--- config.mk ---
export PLATFORM = sky130hd
export DESIGN_NAME = fml_arb4
export DESIGN_NICKNAME = d
export VERILOG_FILES = /design/src/rtl/fml_arb4_pkg.sv /design/src/rtl/fml_rr_pick4.sv /design/src/rtl/fml_arb4.sv
export SDC_FILE = /design/constraint.sdc
export NUM_CORES = 1
export LEC_CHECK = 0
export CORE_AREA = 2 2 148 150
export CTS_CLUSTER_SIZE = 12
export DETAILED_ROUTE_END_ITERATION = 6
export DIE_AREA = 0 0 150 152
export PLACE_DENSITY = 0.44
export SKIP_LAST_GASP = 1
export SYNTH_ARGS = -nofsm -noshare
export SYNTH_HDL_FRONTEND = slang
export SYNTH_HIERARCHICAL = 1
export SYNTH_SLANG_ARGS = --single-unit
--- constraint.sdc ---
create_clock -name sys_clk -period 2.34 [get_ports sys_clk]
set_clock_uncertainty 0.2 [all_clocks]
set_input_delay 0.468 -clock sys_clk [delete_from_list [all_inputs] [get_ports sys_clk]]
set_output_delay 0.468 -clock sys_clk [all_outputs]
set_load 0.005 [all_outputs]
--- src/rtl/fml_arb4_pkg.sv ---
// Shared types and constants for the FML arbiter family.
package fml_arb4_pkg;

    localparam int NMASTERS = 4;

    typedef enum logic {
        IDLE = 1'b0,
        BUSY = 1'b1
    } state_t;

endpackage

--- src/rtl/fml_rr_pick4.sv ---
// Round-robin picker: first requester after `last`, scanning upward mod 4.
module fml_rr_pick4
    import fml_arb4_pkg::*;
(
    input  logic [NMASTERS-1:0] req,
    input  logic [1:0]          last,
    output logic [1:0]          grant,
    output logic                valid
);

    logic [1:0] idx;
    logic       found;

    always_comb begin
        grant = last;
        found = 1'b0;
        idx   = last;
        // last itself is checked last, so a master that was just served loses ties
        for (int k = 1; k <= NMASTERS; k++) begin
            idx = last + 2'(k);
            if (!found && req[idx]) begin
                grant = idx;
                found = 1'b1;
            end
        end
        valid = found;
    end

endmodule

--- src/rtl/fml_arb4.sv ---
// Four-master to one-slave FML arbiter with round-robin grant and single-beat transfers.
module fml_arb4
    import fml_arb4_pkg::*;
#(
    parameter int fml_depth = 25
) (
    input  logic                            sys_clk,
    input  logic                            sys_rst,
    input  logic [NMASTERS*fml_depth-1:0]   m_adr,
    input  logic [NMASTERS-1:0]             m_stb,
    input  logic [NMASTERS-1:0]             m_we,
    input  logic [NMASTERS*4-1:0]           m_sel,
    input  logic [NMASTERS*32-1:0]          m_do,
    output logic [NMASTERS-1:0]             m_ack,
    output logic [31:0]                     m_di,
    output logic [fml_depth-1:0]            s_adr,
    output logic                            s_stb,
    output logic                            s_we,
    output logic [3:0]                      s_sel,
    output logic [31:0]                     s_do,
    input  logic                            s_ack,
    input  logic [31:0]                     s_di
);

    state_t     state_q, state_d;
    logic [1:0] grant_q, grant_d;
    logic [1:0] last_q,  last_d;
    logic [1:0] pick_grant;
    logic       pick_valid;

    fml_rr_pick4 u_pick (
        .req   (m_stb),
        .last  (last_q),
        .grant (pick_grant),
        .valid (pick_valid)
    );

    always_ff @(posedge sys_clk) begin
        if (!sys_rst) begin
            state_q <= IDLE;
            grant_q <= 2'd0;
            last_q  <= 2'd3;
        end else begin
            state_q <= state_d;
            grant_q <= grant_d;
            last_q  <= last_d;
        end
    end

    always_comb begin
        state_d = state_q;
        grant_d = grant_q;
        last_d  = last_q;
        unique case (state_q)
            IDLE: begin
                if (pick_valid) begin
                    grant_d = pick_grant;
                    state_d = BUSY;
                end
            end
            BUSY: begin
                // a withdrawn strobe is treated like a completed transfer for fairness
                if (s_ack || !m_stb[grant_q]) begin
                    last_d  = grant_q;
                    state_d = IDLE;
                end
            end
            default: state_d = IDLE;
        endcase
    end

    always_comb begin
        s_adr = m_adr[grant_q*fml_depth +: fml_depth];
        s_we  = m_we[grant_q];
        s_sel = m_sel[grant_q*4 +: 4];
        s_do  = m_do[grant_q*32 +: 32];
        s_stb = 1'b0;
        m_ack = '0;
        if (state_q == BUSY) begin
            s_stb          = m_stb[grant_q];
            m_ack[grant_q] = s_ack;
        end
    end

    assign m_di = s_di;

endmodule

==> results.md, run 1 <==
* Status: complete, but fails checks
* Failing checks: negative setup slack
* Top cells by area, synth: mux4_2, buf_4, dfxtp_1
* Gate Count Post-Synth at 162
* Remaining antenna violation count after routing at 0
* Synth Net Count at 449
* Synth Flop Type: dfxtp_1
* Switch share at 28.6%
* Fillers at 2,249
* Final period util at 102%
* Num Clock Sinks at 5
* Average vias per placed instance at 3.77
* Hold Fails Final Rpt at 0
* Post-Syn Area at 2160 um^2
* Cell taking the most area after synthesis: mux4_2
* Setup-failing EPs final at 8
* Slew headroom at 78.9%
* Post-route setup TNS at -227 ps
* Synthesis-stage register bit count at 5
* Synth cell types at 31
* Die Ht at 152 um
* Comb pwr share at 79.8%
* Pre-CTS setup slack at -311 ps
* Startpoint types: flop
* Layout Cell Area excl Fill at 5880 um^2
* Number of synthesis warnings at 6
* Core Rows at 54
* Arr. time, crit path at 1710 ps
* Number of CTS-inserted buffers at 3
* Static Leak at 2.23 nW
* Multi-input logic area at 1660 um^2
* Most common cell after layout, fill and taps aside: clkdlybuf4s50_1
* Clock group share of total power at 14.1%
* 1st-iter DRT viols at 183
* Hold_buf cts at 0
* First-pass detailed-route iteration total at 4
* Final min period at 2380 ps
* Vias at 2,921
* CTS H-Tree Depth at 1
* Final WS setup at -38.6 ps
* Area after DPL at 5520 um^2
* Hold slack at 343 ps
* Critical Path Sink Type: primary output
* CTS Root Buffer Type: clkbuf_16
* Placer congestion estimate at 0.933
* Max Cap Viol at 0
* Most frequent cells in the layout: clkdlybuf4s50_1, mux4_2, buf_2
* Global-route wire length before repair at 19,600 um
* Initial core utilization at 10.1%
* Worst hold-check path type: reg2reg
* Worst Max-Slew Pin Slew at 316 ps
* Sequential-to-total area share from yosys stat at 4.64%
* Top cell type's share of synthesized area at 64.7%
* Clock Tree Buf Depth at 2
* Die area at 22,800 um^2
* Worst-path maximum fanout at 8
* Dpl hpwl at 11,200 um
* Clock Latency Late Sink at 230 ps
* RSZ-0062 raised after global routing: yes
* # diodes at 0
* Core Area at 21,400 um^2
* Syn Area/Cell at 13.3 um^2
* Initial antenna violation count at 0
* Drt wl/cell at 18.0 um
* Data required time at the worst endpoint at 1670 ps
* Post-layout nets at 782
* Wirelength, routed at 13,900 um
* Drt drc at 0
* Post-synth EDFFs at 0
* Largest net degree at the start of global routing at 42
* CTS tree: done
* Sequential Power Share at 6.2%
* Clock transition at the registers of the reported paths at 30 ps
* FFs w/ async S/R, synth at 0%
* Peak supply drop at 279 uV
* Die Width at 150 um
* Vias in the first global route at 3,119
* Crit Path Class: reg2out
* Ports at 386
* Layout cells sized above 1 at 35.6%
* Reg area at 108 um^2
* FMAX at 420 MHz
* Slew Viols, Final at 0
* PwrDens at 339 nW/um^2
* Pint at 1.42 mW
* Global Route Usage Sum at 11.3%
* GR Overflow Total at 0
* Net Switching at 569 uW
* Area Overhead vs Synth at 172%
* Port Buffer Count at 321
flip-flops by register name (all words and copies together) (netlist names):
signal and count:
grant_q 2, last_q 2, state_q 1
through the flow:
step / instances / total power [mW] / utilization [%]
floorplan: 162 / 0.739 / -
global placement: 729 / 1.63 / 25.8
detailed placement: 729 / 1.64 / 25.8
CTS: 768 / 2.01 / 27.4
global route: 774 / 2.12 / 27.5
finish: 774 / 1.99 / 27.5
path summary, 6_finish.rpt:
path         startpoint   endpoint  slack [ps]  cells past startpoint
max reg2reg  grant_q[0]  last_q[0]         650                      6
min           last_q[0]  last_q[0]         340                      2
min reg2reg   last_q[0]  last_q[0]         340                      2
max          grant_q[0]  s_adr[20]         -40                      6
cell families (layout without fill, tap and decap cells):
family,Yosys count,after routing,synth area share [%]
flops,5,5,4.64
buf+inv,55,387,18.3
mux,67,67,67.1
simple gates,22,22,5.57
compound gates,13,13,4.41
synth_stat cells, drive strengths merged (2+ instances only):
cell	instances
dfxtp	5
nand2	2
mux2i	4
mux4	62
buf	44
nor2	4
inv	7
clkbuf	4
nor2b	6
a21oi	2
nand2b	2
nand3	2
nor3	3
layer usage:
metal	share of wire (%)	track usage, %	up-vias
met1	39	14.4	1414
met4	1.7	1.98	0
met2	50	20.0	156
li1	-	-	1323
met3	9.6	2.07	28
met5	0	0	-
power by group through the flow:
stage,Sequential [mW],Clock [mW],Combinational (mW)
after floorplan,0.108,0,0.631
after global placement,0.122,0,1.51
after detailed placement,0.122,0,1.51
after CTS,0.127,0.287,1.59
after global routing,0.126,0.296,1.69
final,0.123,0.280,1.59
timing repair:
action	4_1_cts	5_1_grt
setup endpoints to repair	67	44
resized for setup	217	40
setup buffers	32	13
pin swaps	0	0
gates cloned	4	0
endpoints found under the hold margin	0	0
cell type report:
class	count	area share, %
Multi-Input combinational cell	102	28.3
Inverter	7	0.447
Tap cell	280	5.96
Sequential cell	5	1.83
Clock buffer	4	1.34
Timing Repair Buffer	376	62.1
worst max-delay path, cell delays in order (launching register included):
cell and delay, ps:
dfxtp_4 410, buf_4 140, buf_12 120, buf_4 110, buf_6 80, mux4_2 470, buf_2 140
Note: power is estimated with default switching activity, not from simulation.
==> run 2, diff against run 1 <==
SLEW_MARGIN = 5   (was default)
==> results of run 2 <==
Final layout, timing and power as in run 1 (identical DEF).
==> run 3, diff against run 2 <==
CTS_CLUSTER_DIAMETER = 50   (was default)
==> results of run 3 <==
Final layout, timing and power as in run 1 (identical DEF).
